==> config.mk <==
export PLATFORM = sky130hd
export DESIGN_NAME = mdiv_host_seq_flat
export DESIGN_NICKNAME = d
export VERILOG_FILES = /design/src/rtl/mdiv_host_seq_if.sv /design/src/rtl/mdiv_host_seq.sv /design/src/flat_wrapper.sv
export SDC_FILE = /design/constraint.sdc
export NUM_CORES = 2
export LEC_CHECK = 0
export BUFFER_PORTS_ARGS = -buffer_cell sky130_fd_sc_hd__buf_2
export CAP_MARGIN = 20
export CELL_PAD_IN_SITES_DETAIL_PLACEMENT = 1
export CELL_PAD_IN_SITES_GLOBAL_PLACEMENT = 1
export CORE_AREA = 2 2 441 443
export CTS_CLUSTER_SIZE = 24
export DETAILED_ROUTE_END_ITERATION = 6
export DIE_AREA = 0 0 443 445
export PLACE_DENSITY_LB_ADDON = 0.1
export RECOVER_POWER = 100
export SLEW_MARGIN = 20
export SYNTH_ARGS = -nofsm -noshare
export SYNTH_HDL_FRONTEND = slang
export SYNTH_SLANG_ARGS = --single-unit
==> constraint.sdc <==
create_clock -name clk -period 35.2 [get_ports clk]
set_input_delay 1.76 -clock clk [delete_from_list [all_inputs] [get_ports clk]]
set_output_delay 1.76 -clock clk [all_outputs]
set_load 0.01 [all_outputs]
==> src/rtl/mdiv_host_seq_if.sv <==
// Core-side bus between the host sequencer and the MINV_MDIV core.
// master = sequencer (loads, start, read strobes); slave = core.
interface mdiv_host_seq_if;
   logic [31:0] datain;
   logic        loada;
   logic        loadb;
   logic        loadp;
   logic        minv_mdiv;
   logic        minv_mdiv_en;
   logic        outx1;
   logic        outx2;
   logic [31:0] regx1out;
   logic [31:0] regx2out;
   logic        minv_mdiv_rdy;
   logic        minv_mdiv_flag;

   modport master (
      output datain, loada, loadb, loadp,
      output minv_mdiv, minv_mdiv_en, outx1, outx2,
      input  regx1out, regx2out,
      input  minv_mdiv_rdy, minv_mdiv_flag
   );

   modport slave (
      input  datain, loada, loadb, loadp,
      input  minv_mdiv, minv_mdiv_en, outx1, outx2,
      output regx1out, regx2out,
      output minv_mdiv_rdy, minv_mdiv_flag
   );
endinterface

==> src/rtl/mdiv_host_seq.sv <==
// Host sequencer for MINV_MDIV: streams p, a, (b) 32 bits per cycle,
// fires the core, waits for ready with a watchdog and drains the result.
// Ports: clk/rst; start/mode/op_a/op_b/op_p host request; busy/done/err/
// result host status; core = core-side bus (mdiv_host_seq_if.master).
module mdiv_host_seq #(
   parameter int WORDS   = 8,
   parameter int TIMEOUT = 4096
) (
   input  logic                  clk,
   input  logic                  rst,
   input  logic                  start,
   input  logic                  mode,
   input  logic [32*WORDS-1:0]   op_a,
   input  logic [32*WORDS-1:0]   op_b,
   input  logic [32*WORDS-1:0]   op_p,
   output logic                  busy,
   output logic                  done,
   output logic                  err,
   output logic [32*WORDS-1:0]   result,
   mdiv_host_seq_if.master       core
);

   localparam int CW = (WORDS > 1) ? $clog2(WORDS) : 1;
   localparam int TW = (TIMEOUT > 1) ? $clog2(TIMEOUT) : 1;
   localparam int OW = 32 * WORDS;

   localparam logic [CW-1:0] CNT_LAST = CW'(WORDS - 1);
   localparam logic [TW-1:0] TMO_LAST = TW'(TIMEOUT - 1);

   localparam logic [2:0] S_IDLE = 3'd0;
   localparam logic [2:0] S_LD_P = 3'd1;
   localparam logic [2:0] S_LD_A = 3'd2;
   localparam logic [2:0] S_LD_B = 3'd3;
   localparam logic [2:0] S_GO   = 3'd4;
   localparam logic [2:0] S_WAIT = 3'd5;
   localparam logic [2:0] S_RD   = 3'd6;
   localparam logic [2:0] S_FIN  = 3'd7;

   logic [2:0]    state;
   logic [2:0]    nxt;
   logic [CW-1:0] cnt;
   logic [CW-1:0] nxt_cnt;
   logic [CW-1:0] cnt_inc;
   logic          cnt_last;
   logic [TW-1:0] tcnt;
   logic          tmo;
   logic          sel;
   logic          nxt_sel;
   logic          minv_q;
   logic [OW-1:0] a_q;
   logic [OW-1:0] b_q;
   logic [OW-1:0] p_q;
   logic [OW-1:0] src;
   logic          accept;

   assign accept   = (state == S_IDLE) && start;
   assign cnt_last = (cnt == CNT_LAST);
   assign cnt_inc  = cnt_last ? '0 : cnt + 1'b1;

   assign core.minv_mdiv = minv_q;

   always_comb begin
      nxt     = state;
      nxt_cnt = cnt;
      tmo     = 1'b0;
      case (state)
         S_IDLE: begin
            if (start) begin
               nxt     = S_LD_P;
               nxt_cnt = '0;
            end
         end
         S_LD_P: begin
            nxt_cnt = cnt_inc;
            if (cnt_last) nxt = S_LD_A;
         end
         S_LD_A: begin
            nxt_cnt = cnt_inc;
            if (cnt_last) nxt = minv_q ? S_GO : S_LD_B;
         end
         S_LD_B: begin
            nxt_cnt = cnt_inc;
            if (cnt_last) nxt = S_GO;
         end
         S_GO: nxt = S_WAIT;
         S_WAIT: begin
            // tcnt==0 is the first WAIT cycle: a ready left over
            // from the previous job must not be taken.
            if ((tcnt != '0) && core.minv_mdiv_rdy) begin
               nxt = S_RD;
            end else if (tcnt == TMO_LAST) begin
               nxt = S_FIN;
               tmo = 1'b1;
            end
         end
         S_RD: begin
            nxt_cnt = cnt_inc;
            if (cnt_last) nxt = S_FIN;
         end
         S_FIN:   nxt = S_IDLE;
         default: nxt = S_IDLE;
      endcase
   end

   // Operand feeding the next load cycle; on the accepting edge the
   // latch is not yet written, so p comes straight from the port.
   always_comb begin
      src = '0;
      case (nxt)
         S_LD_P:  src = (state == S_IDLE) ? op_p : p_q;
         S_LD_A:  src = a_q;
         S_LD_B:  src = b_q;
         default: src = '0;
      endcase
   end

   assign nxt_sel = (state == S_WAIT) ? core.minv_mdiv_flag : sel;

   always_ff @(posedge clk or posedge rst) begin
      if (rst) begin
         state             <= S_IDLE;
         cnt               <= '0;
         tcnt              <= '0;
         sel               <= 1'b0;
         minv_q            <= 1'b0;
         a_q               <= '0;
         b_q               <= '0;
         p_q               <= '0;
         busy              <= 1'b0;
         done              <= 1'b0;
         err               <= 1'b0;
         result            <= '0;
         core.datain       <= '0;
         core.loada        <= 1'b0;
         core.loadb        <= 1'b0;
         core.loadp        <= 1'b0;
         core.minv_mdiv_en <= 1'b0;
         core.outx1        <= 1'b0;
         core.outx2        <= 1'b0;
      end else begin
         state <= nxt;
         cnt   <= nxt_cnt;
         sel   <= nxt_sel;

         if (accept) begin
            a_q    <= op_a;
            b_q    <= op_b;
            p_q    <= op_p;
            minv_q <= mode;
            err    <= 1'b0;
         end else if (nxt == S_IDLE) begin
            minv_q <= 1'b0;
         end

         if (tmo) err <= 1'b1;

         if (state == S_GO) tcnt <= '0;
         else if (state == S_WAIT) tcnt <= tcnt + 1'b1;

         if (state == S_RD)
            result[{cnt, 5'd0} +: 32] <= sel ? core.regx2out
                                             : core.regx1out;

         busy              <= (nxt != S_IDLE);
         done              <= (nxt == S_FIN);
         core.loadp        <= (nxt == S_LD_P);
         core.loada        <= (nxt == S_LD_A);
         core.loadb        <= (nxt == S_LD_B);
         core.minv_mdiv_en <= (nxt == S_GO);
         core.outx1        <= (nxt == S_RD) && !nxt_sel;
         core.outx2        <= (nxt == S_RD) && nxt_sel;
         core.datain       <= src[{nxt_cnt, 5'd0} +: 32];
      end
   end

endmodule

==> src/flat_wrapper.sv <==
// flat-port wrapper written by rule: the top's interface ports become plain ports
module mdiv_host_seq_flat 
#(
   parameter int WORDS   = 8,
   parameter int TIMEOUT = 4096
)
  (clk, rst, start, mode, op_a, op_b, op_p, busy, done, err, result, core_datain, core_loada, core_loadb, core_loadp, core_minv_mdiv, core_minv_mdiv_en, core_outx1, core_outx2, core_regx1out, core_regx2out, core_minv_mdiv_rdy, core_minv_mdiv_flag);
  mdiv_host_seq_if core_i ();
  input  logic clk;
  input  logic rst;
  input  logic start;
  input  logic mode;
  input  logic [32*WORDS-1:0] op_a;
  input  logic [32*WORDS-1:0] op_b;
  input  logic [32*WORDS-1:0] op_p;
  output logic busy;
  output logic done;
  output logic err;
  output logic [32*WORDS-1:0] result;
  output wire logic [$bits(core_i.datain)-1:0] core_datain;
  output wire logic [$bits(core_i.loada)-1:0] core_loada;
  output wire logic [$bits(core_i.loadb)-1:0] core_loadb;
  output wire logic [$bits(core_i.loadp)-1:0] core_loadp;
  output wire logic [$bits(core_i.minv_mdiv)-1:0] core_minv_mdiv;
  output wire logic [$bits(core_i.minv_mdiv_en)-1:0] core_minv_mdiv_en;
  output wire logic [$bits(core_i.outx1)-1:0] core_outx1;
  output wire logic [$bits(core_i.outx2)-1:0] core_outx2;
  input wire logic [$bits(core_i.regx1out)-1:0] core_regx1out;
  input wire logic [$bits(core_i.regx2out)-1:0] core_regx2out;
  input wire logic [$bits(core_i.minv_mdiv_rdy)-1:0] core_minv_mdiv_rdy;
  input wire logic [$bits(core_i.minv_mdiv_flag)-1:0] core_minv_mdiv_flag;
  assign core_datain = core_i.datain;
  assign core_loada = core_i.loada;
  assign core_loadb = core_i.loadb;
  assign core_loadp = core_i.loadp;
  assign core_minv_mdiv = core_i.minv_mdiv;
  assign core_minv_mdiv_en = core_i.minv_mdiv_en;
  assign core_outx1 = core_i.outx1;
  assign core_outx2 = core_i.outx2;
  assign core_i.regx1out = core_regx1out;
  assign core_i.regx2out = core_regx2out;
  assign core_i.minv_mdiv_rdy = core_minv_mdiv_rdy;
  assign core_i.minv_mdiv_flag = core_minv_mdiv_flag;
  mdiv_host_seq #(.WORDS(WORDS), .TIMEOUT(TIMEOUT)) u_core (.clk(clk), .rst(rst), .start(start), .mode(mode), .op_a(op_a), .op_b(op_b), .op_p(op_p), .busy(busy), .done(done), .err(err), .result(result), .core(core_i));
endmodule
==> run metrics <==
run status complete, but fails checks; violated checks capacitance limit, slew limit; Worst path top cell family by delay buffers and inverters; fin cells 9548; cell total after placement 9276; max frequency 57.7 MHz; top-area cell type share of the netlist area 53.5%; Routed WL per cell a little under 30 um; proportion of layout cells with a drive suffix above 1 16.8%; cts hold-fix bufs 0; IO Count 1136; Crit path depth 7; die area 197000 um^2; Fin. Hold Viols 0; starting density of the core 26.4%; Post-Synthesis Cells 5951; cts bufs inserted ~140; peak supply drop between 0.07 and 0.08 mV; htree depth 4; largest net degree at the start of global routing 203; Worst-Margin Slew between 8 and 9 ns; # setup viols final 0; clock slew at reported path FFs 0.05 ns; Post-synth EDFFs 0; unrepaired setup endpoints after global routing false; first-pass GRT wire length 393000 um; dominant cell type by area after synthesis dfrtp_1; routed vias a little under 50k; post-DP HPWL 207000 um; Post-Syn Area about 51000 um^2; Setup Skew 0.0244 ns; IO Port Bufs 1135; antenna-violating nets left 0; Synth Warn # 0; post-synthesis sequential area ratio approximately 54%; hold crit path type flop to flop; Post-CTS Setup Bufs 0; Clock Root Buffer clkbuf_16; Yosys reg bits 1085; die width 443 um; Main synth FF type dfrtp_1; Area growth syn-to-layout 24.0%; final worst path period share 49.3%; DRC viols 0; Mapped Avg Cell Area about 8.5 um^2; vias per inst about 5.1; Max-Cap Viols 44; RePlAce Congestion 0.846; chip height 445 um; clk sink count 1085; WS Path Type input port to asynchronous set/reset pin; final worst slack ~18 ns; DRT Wirelength 282000 um; row cnt 161; R2R cell count 8; number of global-route vias before repair 50.0k; Synthesized Nets 6797; Crit. End Element asynchronous set/reset pin; most used cell, CP clkbuf_1; Post-synth top cells 3093 x nand2_1, 1085 x dfrtp_1, 365 x clkbuf_1; cell with the most instances after synthesis nand2_1; post-route minimum period 17.34 ns; top cells by area, synth dfrtp_1 54%, nand2_1 23%, o31ai_1 3.3%; # nets final 7737; Post-Place Setup Slack 28.43 ns; Skew-Pair Late Insertion Delay 0.80 ns; final setup TNS 0 ns; LEAKAGE 0.0318 uW; normalized max-slew margin -473%; Buf/Inv on CP 7; Final Slew Violations 2919; critical path cell sequence buf_2 -> clkinvlp_2 -> clkbuf_1 -> clkbuf_1 -> clkbuf_1 -> clkbuf_1 -> clkbuf_1; critical path's slowest cell clkbuf_1; Critical Path AT 17.35 ns; hold path depth 2; Core Area 192000 um^2; antenna violations before repair 64; drt pass-1 iters 6; Iteration-0 DRC Markers ~3.3k; Max FO, Critical Path 86; Power Dens Cells between 100 and 150 nW/um^2; CTS tree built; GR Overflow Total 0; CP required between 30 and 40 ns; CP Launch Type input port; Netlist cell types 61; CP max stage delay 2.82 ns; clock tree buffer depth 3; Tot GR Track Use 27.9%; Post-CTS Resized 0; Async S/R FF share, synth 100%
==> layout make-up <==
| type | instances | area [um^2] |
|---|---|---|
| well taps | 2526 | 3160 |
| flip-flops and latches | 1085 | 27200 |
| inverters | 13 | 60.1 |
| clock inverters | 38 | 522 |
| multi-input cells | 4409 | 21900 |
| repair buffers | 1245 | 6020 |
| fillers | 22900 | 129000 |
| clock buffers | 204 | 4060 |
| diodes | 28 | 70.1 |
==> metal layers <==
metal,track usage (%),vias up,wire length [um]
met5,0,-,143
met4,14.9,22,16400
met3,4.11,456,11600
met2,48.3,1466,141000
met1,33.3,24800,114000
li1,-,21900,-
==> worst reg2reg max path, stage by stage, from the launching register on <==
cell	delay, ns
dfrtp_1	0.57
nor4b_1	0.44
clkbuf_1	2.96
clkbuf_1	1.68
clkbuf_1	2.78
clkbuf_1	2.40
clkbuf_1	2.81
nand2_1	0.35
nand2_1	0.17
==> cells in the final DEF (no fill, tap or decap), types with 32 or more instances in the layout <==
cell type / n
o21ai_0: 68
and3_1: 37
o31ai_1: 225
dfrtp_1: 1084
clkbuf_1: 375
a311oi_1: 32
a221oi_1: 76
o22ai_1: 32
buf_4: 60
mux2i_1: 155
a21oi_1: 130
nand4_1: 34
nor2_1: 56
o221ai_1: 32
o211ai_1: 96
clkbuf_8: 36
a221o_1: 62
and4_1: 33
buf_2: 836
clkbuf_16: 138
nand2_1: 3085
==> registers in the layout (all words and copies together), names as in the netlist, 3 cells and up <==
register	count
u_core.core.datain	32
u_core.cnt	3
u_core.tcnt	12
u_core.p_q	256
u_core.b_q	256
u_core.a_q	256
u_core.state	3
u_core.result	256
==> path summary, 6_finish.rpt <==
check,start,to,slack [ns]
min in group asynchronous,rst,u_core.result[39],2.20
hold reg to reg,u_core.p_q[8],u_core.p_q[8],0.47
setup reg to reg,u_core.state[1],u_core.b_q[107],20.96
max in group clk,start,u_core.b_q[107],20.57
setup / recovery,rst,u_core.a_q[161],17.86
hold / removal,u_core.p_q[8],u_core.p_q[8],0.47
==> power breakdown <==
| group | leakage (uW) | internal [uW] | switching, uW |
|---|---|---|---|
| Clock | 0.00226 | 860 | 603 |
| Combinational | 0.0166 | 1030 | 2620 |
| Sequential | 0.0130 | 1790 | 363 |
==> metrics by stage <==
stage / total power, uW / hold slack, ns / cell area, um^2 / util [%]
after floorplan: 4060 / 0.445 / 50700 / -
after global placement: 5800 / 0.454 / 58800 / 30.6
after detailed placement: 5860 / 0.461 / 58800 / 30.6
after CTS: 7360 / 0.474 / 63400 / 33.0
after global routing: 7690 / 0.481 / 62900 / 32.8
final: 7270 / 0.471 / 62900 / 32.8
==> cells by family (layout without fill, tap and decap cells) <==
group / count (synthesis) / in the layout / synth area share (%)
compound gates: 916 / 916 / 13.8
simple gates: 3318 / 3318 / 25.6
buf+inv: 457 / 1500 / 3.65
xor+xnor: 9 / 9 / 0.155
other cells: 0 / 28 / 0
mux: 158 / 158 / 3.12
fa+ha+maj: 8 / 8 / 0.197
flops: 1085 / 1085 / 53.5
Note: power is estimated with default switching activity, not from simulation.
